[src/rtl/hazard_fwd_ctrl_pkg.sv]
// Shared pipeline-record types and forwarding-select encodings for the hazard unit
// and the EX-stage operand muxes.
package hazard_fwd_ctrl_pkg;

    localparam int unsigned REG_W = 5;

    localparam logic [1:0] FWD_NONE = 2'b00;
    localparam logic [1:0] FWD_WB   = 2'b01;
    localparam logic [1:0] FWD_MEM  = 2'b10;

    typedef struct packed {
        logic             valid;
        logic [REG_W-1:0] rs1;
        logic [REG_W-1:0] rs2;
        logic             use_rs1;
        logic             use_rs2;
        logic [REG_W-1:0] rd;
        logic             reg_write;
        logic             mem_read;
    } pipe_rec_t;

    localparam pipe_rec_t BUBBLE_REC = '0;

endpackage

[src/rtl/hazard_fwd_ctrl_fwd_select.sv]
// One operand's forwarding select: EX/MEM producer beats MEM/WB producer, x0 never forwarded.
module fwd_select
    import hazard_fwd_ctrl_pkg::*;
(
    input  logic [REG_W-1:0] src,
    input  logic             src_use,
    input  pipe_rec_t        mem_r,
    input  pipe_rec_t        wb_r,
    output logic [1:0]       sel
);

    logic unused_fields;
    assign unused_fields = ^{mem_r.rs1, mem_r.rs2, mem_r.use_rs1, mem_r.use_rs2, mem_r.mem_read,
                             wb_r.rs1, wb_r.rs2, wb_r.use_rs1, wb_r.use_rs2, wb_r.mem_read};

    always_comb begin
        sel = FWD_NONE;
        if (src_use) begin
            if (mem_r.valid && mem_r.reg_write && (mem_r.rd != '0) && (mem_r.rd == src)) begin
                sel = FWD_MEM;
            end else if (wb_r.valid && wb_r.reg_write && (wb_r.rd != '0) && (wb_r.rd == src)) begin
                sel = FWD_WB;
            end
        end
    end

endmodule

[src/rtl/hazard_fwd_ctrl.sv]
// Forwarding, load-use stall and branch flush control with shadow ID/EX, EX/MEM, MEM/WB records.
// Optional performance counters are built only when HAZ_PERF_EN is defined.
module hazard_fwd_ctrl
    import hazard_fwd_ctrl_pkg::*;
#(
    parameter int unsigned REG_ADDR_W = 5,
    parameter int unsigned CNT_W      = 32
) (
    input  logic                  clk,
    input  logic                  rst_n,
    input  logic                  id_valid,
    input  logic [REG_ADDR_W-1:0] id_rs1,
    input  logic [REG_ADDR_W-1:0] id_rs2,
    input  logic                  id_use_rs1,
    input  logic                  id_use_rs2,
    input  logic [REG_ADDR_W-1:0] id_rd,
    input  logic                  id_reg_write,
    input  logic                  id_mem_read,
    input  logic                  ex_branch_taken,
    input  logic                  mem_stall,
    output logic [1:0]            forwardA,
    output logic [1:0]            forwardB,
    output logic                  pc_hold,
    output logic                  id_ex_bubble,
    output logic                  if_id_flush,
    output logic [CNT_W-1:0]      stall_cycles,
    output logic [CNT_W-1:0]      flush_count
);

    pipe_rec_t ex_q, ex_d;
    pipe_rec_t mem_q, mem_d;
    pipe_rec_t wb_q, wb_d;
    pipe_rec_t id_rec;
    logic      load_use;

    always_comb begin
        id_rec           = BUBBLE_REC;
        id_rec.valid     = id_valid;
        id_rec.rs1       = REG_W'(id_rs1);
        id_rec.rs2       = REG_W'(id_rs2);
        id_rec.use_rs1   = id_use_rs1;
        id_rec.use_rs2   = id_use_rs2;
        id_rec.rd        = REG_W'(id_rd);
        id_rec.reg_write = id_reg_write;
        id_rec.mem_read  = id_mem_read;
    end

    always_comb begin
        load_use = ex_q.valid && ex_q.mem_read && (ex_q.rd != '0) && id_valid &&
                   ((id_use_rs1 && (id_rec.rs1 == ex_q.rd)) ||
                    (id_use_rs2 && (id_rec.rs2 == ex_q.rd)));
    end

    // mem_stall freezes everything; otherwise a branch or load-use replaces the ID record with a bubble
    always_comb begin
        ex_d         = ex_q;
        mem_d        = mem_q;
        wb_d         = wb_q;
        pc_hold      = 1'b0;
        id_ex_bubble = 1'b0;
        if_id_flush  = 1'b0;
        if (mem_stall) begin
            pc_hold = 1'b1;
        end else begin
            wb_d  = mem_q;
            mem_d = ex_q;
            if (ex_branch_taken) begin
                if_id_flush  = 1'b1;
                id_ex_bubble = 1'b1;
                ex_d         = BUBBLE_REC;
            end else if (load_use) begin
                pc_hold      = 1'b1;
                id_ex_bubble = 1'b1;
                ex_d         = BUBBLE_REC;
            end else begin
                ex_d = id_rec;
            end
        end
    end

    always_ff @(posedge clk) begin
        if (!rst_n) begin
            ex_q  <= BUBBLE_REC;
            mem_q <= BUBBLE_REC;
            wb_q  <= BUBBLE_REC;
        end else begin
            ex_q  <= ex_d;
            mem_q <= mem_d;
            wb_q  <= wb_d;
        end
    end

    fwd_select u_fwd_a (
        .src     (ex_q.rs1),
        .src_use (ex_q.valid & ex_q.use_rs1),
        .mem_r   (mem_q),
        .wb_r    (wb_q),
        .sel     (forwardA)
    );

    fwd_select u_fwd_b (
        .src     (ex_q.rs2),
        .src_use (ex_q.valid & ex_q.use_rs2),
        .mem_r   (mem_q),
        .wb_r    (wb_q),
        .sel     (forwardB)
    );

`ifdef HAZ_PERF_EN
    logic [CNT_W-1:0] stall_cycles_q, stall_cycles_d;
    logic [CNT_W-1:0] flush_count_q, flush_count_d;

    always_comb begin
        stall_cycles_d = stall_cycles_q;
        flush_count_d  = flush_count_q;
        if (mem_stall || (load_use && !ex_branch_taken)) begin
            stall_cycles_d = stall_cycles_q + CNT_W'(1);
        end
        if (!mem_stall && ex_branch_taken) begin
            flush_count_d = flush_count_q + CNT_W'(1);
        end
    end

    always_ff @(posedge clk) begin
        if (!rst_n) begin
            stall_cycles_q <= '0;
            flush_count_q  <= '0;
        end else begin
            stall_cycles_q <= stall_cycles_d;
            flush_count_q  <= flush_count_d;
        end
    end

    assign stall_cycles = stall_cycles_q;
    assign flush_count  = flush_count_q;
`else
    assign stall_cycles = '0;
    assign flush_count  = '0;
`endif

endmodule

[config.mk]
export PLATFORM = sky130hd
export DESIGN_NAME = hazard_fwd_ctrl
export DESIGN_NICKNAME = d
export VERILOG_FILES = /design/src/rtl/hazard_fwd_ctrl_pkg.sv /design/src/rtl/hazard_fwd_ctrl_fwd_select.sv /design/src/rtl/hazard_fwd_ctrl.sv
export SDC_FILE = /design/constraint.sdc
export NUM_CORES = 1
export LEC_CHECK = 0
export ABC_AREA = 0
export ABC_CLOCK_PERIOD_IN_PS = 1500
export CAP_MARGIN = 20
export CORE_ASPECT_RATIO = 1.4
export CORE_MARGIN = 4
export CORE_UTILIZATION = 41
export CTS_CLUSTER_SIZE = 12
export DETAILED_ROUTE_END_ITERATION = 8
export PLACE_DENSITY_LB_ADDON = 0.1
export SETUP_SLACK_MARGIN = 0.05
export SLEW_MARGIN = 20
export SYNTH_ARGS = -nofsm -noshare
export SYNTH_HDL_FRONTEND = slang
export SYNTH_SLANG_ARGS = --single-unit
[constraint.sdc]
create_clock -name clk -period 1.5 [get_ports clk]
set_input_delay 0.3 -clock clk [delete_from_list [all_inputs] [get_ports clk]]
set_output_delay 0.3 -clock clk [all_outputs]
set_load 0.05 [all_outputs]
* Yosys cells after proc, flatten, opt, wreduce, memory -nomap -nowiden
Cells that the tools add are included.
** Cells by class
- Equality and inequality tests :: 6
- Mux-type cells :: 15
- Bitwise logic cells :: 2
- Reduce and logical (&&, ||, !) cells :: 18
** Operators by type and width (count)
- 20-bit two-way mux :: 2
- 5-bit equality test :: 6
- 5-bit nonzero test :: 3
- 1-bit logical AND :: 14
- 1-bit two-way mux :: 9
- 2-bit two-way mux :: 4
- 1-bit AND :: 2
- 1-bit logical OR :: 1
** Word-level totals
- Flip-flop bits (word level) :: 34
- Input bits :: 24
- Output and inout port bits :: 71
- Word-level logic and storage cells :: 55

* Depth between registers and ports, before layout
- Depth in word-level cells :: 7
- Gate-level depth with buffers :: 6
- Depth with buffers taken out :: 4

* Hierarchy
Synthesis repeated with hierarchy kept, for this count alone.
** Second synthesis, totals
- Cell total of the unflattened synthesis :: 381
- Area total of the unflattened synthesis :: 3614.7 um2
** By module, submodules not included
- hazard_fwd_ctrl :: instances 1, cells each 335, area each 3264.4 um2, sequential area each 1201.2 um2
- fwd_select :: instances 2, cells each 23, area each 175.2 um2, sequential area each 0.0 um2

* Worst setup path before layout
No wires, ideal clock.
- Path type :: register to output
- From :: register mem_q[3] (netlist name)
- To :: output forwardA[0]
- Arrival :: 2.228 ns
- Slack :: -1.028 ns
- Stages on the path, launching flop included :: 5
- Buffers on the path :: 0
- Cell sequence :: dfxtp_1 or4_1 o211ai_1 nor4_1 nor3_1
** On the way
- Longest elaborated chain between the ends :: 5
- Elaborated cells on any way between the ends :: 6
- Those cells by class :: eq/ne: 1; mux: 2; reduce/logical: 3
** Ends and longest elaborated chain
- from (decl) :: RTL line hazard_fwd_ctrl.sv:31 : pipe_rec_t mem_q, mem_d;
- from (signal assigned) :: RTL line hazard_fwd_ctrl.sv:88 : mem_q <= mem_d;
- 5-bit nonzero test :: RTL line hazard_fwd_ctrl_fwd_select.sv:19 : if (mem_r.valid && mem_r.reg_write && (mem_r.rd != '0) && (mem_r.rd == src)) begin
- 1-bit logical AND :: RTL line hazard_fwd_ctrl_fwd_select.sv:19
- 1-bit logical AND (*) :: RTL line hazard_fwd_ctrl_fwd_select.sv:19
- 2-bit two-way mux (*) :: RTL line hazard_fwd_ctrl_fwd_select.sv:19
- 2-bit two-way mux (*) :: RTL line hazard_fwd_ctrl_fwd_select.sv:18 : if (src_use) begin
- to (decl) :: RTL line hazard_fwd_ctrl.sv:21 : output logic [1:0] forwardA,
Mark *: on every way between the ends. The rest lies on a longest branch, timed or not.

* Final worst setup path
- From :: register mem_q[5] (netlist name)
- To :: output forwardB[1]
** On the way
- Longest elaborated chain between the ends :: 5
- Elaborated cells on any way between the ends :: 6
- Those cells by class :: eq/ne: 1; mux: 2; reduce/logical: 3
** Ends and longest elaborated chain
- 5-bit nonzero test :: RTL line hazard_fwd_ctrl_fwd_select.sv:19
- 1-bit logical AND :: RTL line hazard_fwd_ctrl_fwd_select.sv:19
- 1-bit logical AND (*) :: RTL line hazard_fwd_ctrl_fwd_select.sv:19
- 2-bit two-way mux (*) :: RTL line hazard_fwd_ctrl_fwd_select.sv:19
- 2-bit two-way mux (*) :: RTL line hazard_fwd_ctrl_fwd_select.sv:18
- to (decl) :: RTL line hazard_fwd_ctrl.sv:22 : output logic [1:0] forwardB,
Marked as above.

==> results_dict.tcl <==
set metrics [dict create \
    core_um2 6210 \
    layoutNonFillerInstCount 424 \
    rsz0062_at_grt "yes" \
    comb_power_share_pct 39.3 \
    crit_required_ns 1.20 \
    grt_max_degree 35 \
    clk_pin_slew_ns 0.07 \
    antenna_found_initial 0 \
    outcome "finished with violations" \
    path_cells "or4_4, o211ai_1, buf_4, nor4_4, and3_4, buf_12" \
    antenna_left 0 \
    swShare_pct 38.7 \
    place.gp.congestion 0.769 \
    synthMostInstantiatedCell "buf_4" \
    power.switching_w 0.00112 \
    max_freq_ghz 0.466 \
    path_max_fanout 2 \
    internal-power_w 0.00178 \
    leakage_nw 1.50 \
    viasPerCell 4.95 \
    p_clk_share_pct 24.1 \
    min_to "ex_q[7]" \
    ys_seq_area_share_pct 26.1 \
    cp-end-kind "primary output" \
    cts-root-buf "clkbuf_8" \
    cts_tree "yes" \
    min_from "mem_stall" \
    r2r_cells 7 \
    ys_async_sr_fraction_pct 0 \
    crit_arrival_ns 1.84 \
    syn_area_um2 2610 \
    p_per_area_nw_per_um2 847 \
    total_power_w 0.00290 \
    synth_edf_count 0 \
    r2r-end "ex_q[17]" \
    io_pins 95 \
    design_area_um2 3420 \
    dp_hpwl_um 4520 \
    slowest_stage "or4_4" \
    die_y_um 102 \
    final_hold_viol_count 0 \
    start_kind "flip-flop" \
    synth_seq_cells 34 \
    track_usage_pct 16.5 \
    fill_cells 600 \
    portBuffers 30 \
    avgRoutedWirePerCell_um 14.9 \
    first_iter_violations 68 \
    ir_worst_vdd_uv 380 \
    dr.pass1.iters 4 \
    die_x_um 75.4 \
    yosysTopAreaCell "dfxtp_1" \
    htreeDepth 2 \
    fin_worst_skew_ns 0.00369 \
    ys_types 29 \
    ys_warn_count 0 \
    hp-class "in2reg" \
    slowest_delay_ns 0.52 \
    placed_area_um2 3050 \
    vias 2097 \
    maxCapViolations 0 \
    r2r-start "ex_q[2]" \
    synth-main-ff-cell "dfxtp_1" \
    ys_top_cells_by_count "buf_4 (64), dfxtp_1 (34), mux2i_1 (34), nor2_1 (22)" \
    syn_to_final_growth_pct 31.0 \
    insertion_delay_ns 0.28 \
    finalWorstSetupSlack_ns -0.644 \
    rrSetupSlack_ns -0.25 \
    power_frac_seq_pct 36.6 \
    violations "setup timing" \
    grt_pass1_vias 2021 \
    synth_top_area_share_pct 26.1 \
    rows 34 \
    finalSetupViolations 26 \
    cts_buffer_depth 2 \
    path_class "reg2out" \
    grt_pass1_wl_um 9680 \
    start_util_pct 42.0 \
    antennaDiodeCount 0 \
    fin_nets 375 \
    drt_wl_total_um 6300 \
    syn_inst 286 \
    drcViolationCount 0 \
    dp_cells 409 \
    clock_sinks 34 \
    drv_slew 0 \
    grt_overflow 0 \
    drive_gt1_share_pct 25.3 \
    fin_crit_sh_pct 143 \
    synth_area_leaders "dfxtp_1 (26%), buf_4 (18%), mux2i_1 (13%)" \
    die-area_um2 7730 \
    cts_buffers 5 \
    period_minus_slack_ns 2.14 \
    whs_path_depth 3 \
    syn_avg_cell_area_um2 9.13 \
    finalSetupTns_ns -8.21 \
]
==> logic make-up (layout without fill, tap and decap cells) <==
| kind of cell | after synthesis | count (layout) | share of synthesized area, % |
|---|---|---|---|
| other cells | 1 | 64 | 0.144 |
| mux | 34 | 34 | 13.0 |
| xor+xnor | 30 | 30 | 10.1 |
| buf+inv | 84 | 87 | 24.7 |
| simple gates | 57 | 57 | 11.3 |
| compound gates | 46 | 46 | 14.7 |
| flops | 34 | 34 | 26.1 |
==> critical path, delay by kind of cell (launching register included) <==
kind / cells / cell delay [ns]
buffers and inverters: 2 / 0.31
AO/OA/AOI/OAI: 1 / 0.18
flip-flops: 1 / 0.32
AND/OR/NAND/NOR: 3 / 0.76
==> layout make-up <==
| type | instances | area (µm²) | area share [%] |
|---|---|---|---|
| well taps | 72 | 90.1 | 2.63 |
| repair buffers | 79 | 870 | 25.4 |
| clock buffers | 7 | 86.3 | 2.52 |
| clock inverters | 1 | 5.00 | 0.146 |
| flip-flops and latches | 34 | 684 | 20.0 |
| multi-input cells | 231 | 1690 | 49.3 |
==> sequential cells by signal, indices dropped and copies added (netlist names) <==
name and cells:
mem_q 7, ex_q 20, wb_q 7
==> worst max-delay path by stage <==
stage | startpoint | endpoint | slack, ns
2_1_floorplan | mem_q[3] | forwardA[0] | -0.37
3_3_place_gp | id_rs1[2] | id_ex_bubble | -0.56
3_5_place_dp | id_rs1[2] | id_ex_bubble | -0.55
4_1_cts | mem_q[5] | forwardB[1] | -0.66
5_1_grt | mem_q[5] | forwardB[0] | -0.72
6_report | mem_q[5] | forwardB[1] | -0.64
==> power groups by stage <==
| stage | sequential (W) | combinational, W | clock [W] |
|---|---|---|---|
| detailed placement | 0.00108 | 0.00105 | 0 |
| floorplan | 0.00108 | 0.000880 | 0 |
| global placement | 0.00108 | 0.00104 | 0 |
| CTS | 0.00106 | 0.00110 | 0.000720 |
| finish | 0.00106 | 0.00114 | 0.000698 |
| global route | 0.00107 | 0.00122 | 0.000754 |
==> cells in the final DEF (no fill, tap or decap) <==
master,count
and3_4,2
o2111ai_4,1
nor4_4,2
o31ai_1,20
a21o_4,1
a21o_2,1
or4_1,1
buf_6,2
o211ai_1,2
xor2_1,12
nor2b_4,1
nor4_2,2
a32oi_2,6
conb_1,64
nand4_1,4
buf_4,38
xnor2_1,18
clkdlybuf4s50_1,21
nor2_2,1
nand3_1,2
nand2b_1,1
nor2_1,21
nand2_1,2
nor2b_1,14
mux2i_1,34
buf_16,1
buf_12,13
a32oi_1,14
dlygate4sd2_1,1
o22ai_4,1
clkbuf_16,2
or4_4,2
nor3_4,2
clkbuf_8,6
buf_2,1
clkbuf_1,1
clkinv_2,1
dfxtp_2,3
dfxtp_1,31
==> through the flow <==
stage	util [%]	setup slack [ns]	hold WS (ns)
floorplan	-	-0.367	0.486
global placement	49.2	-0.555	0.519
detailed placement	49.2	-0.551	0.530
CTS	52.7	-0.662	0.407
global route	55.1	-0.718	0.457
finish	55.1	-0.644	0.422
==> layer usage <==
layer  wire length, µm  share of wire [%]  GRT usage, %
met1              2550                 40          19.7
met2              3290                 52          28.9
met3               331                5.3          2.36
met4               129                2.0          6.46
met5                 0                  0             0
==> what timing repair did <==
| action | in CTS | in global routing |
|---|---|---|
| setup endpoints to repair | 27 | 26 |
| gates resized for setup | 17 | 13 |
| buffers inserted | 2 | 2 |
| pin swaps | 10 | 2 |
| gates cloned | 1 | 2 |
| hold buffers | 0 | 0 |
Note: power is estimated with default switching activity, not from simulation.
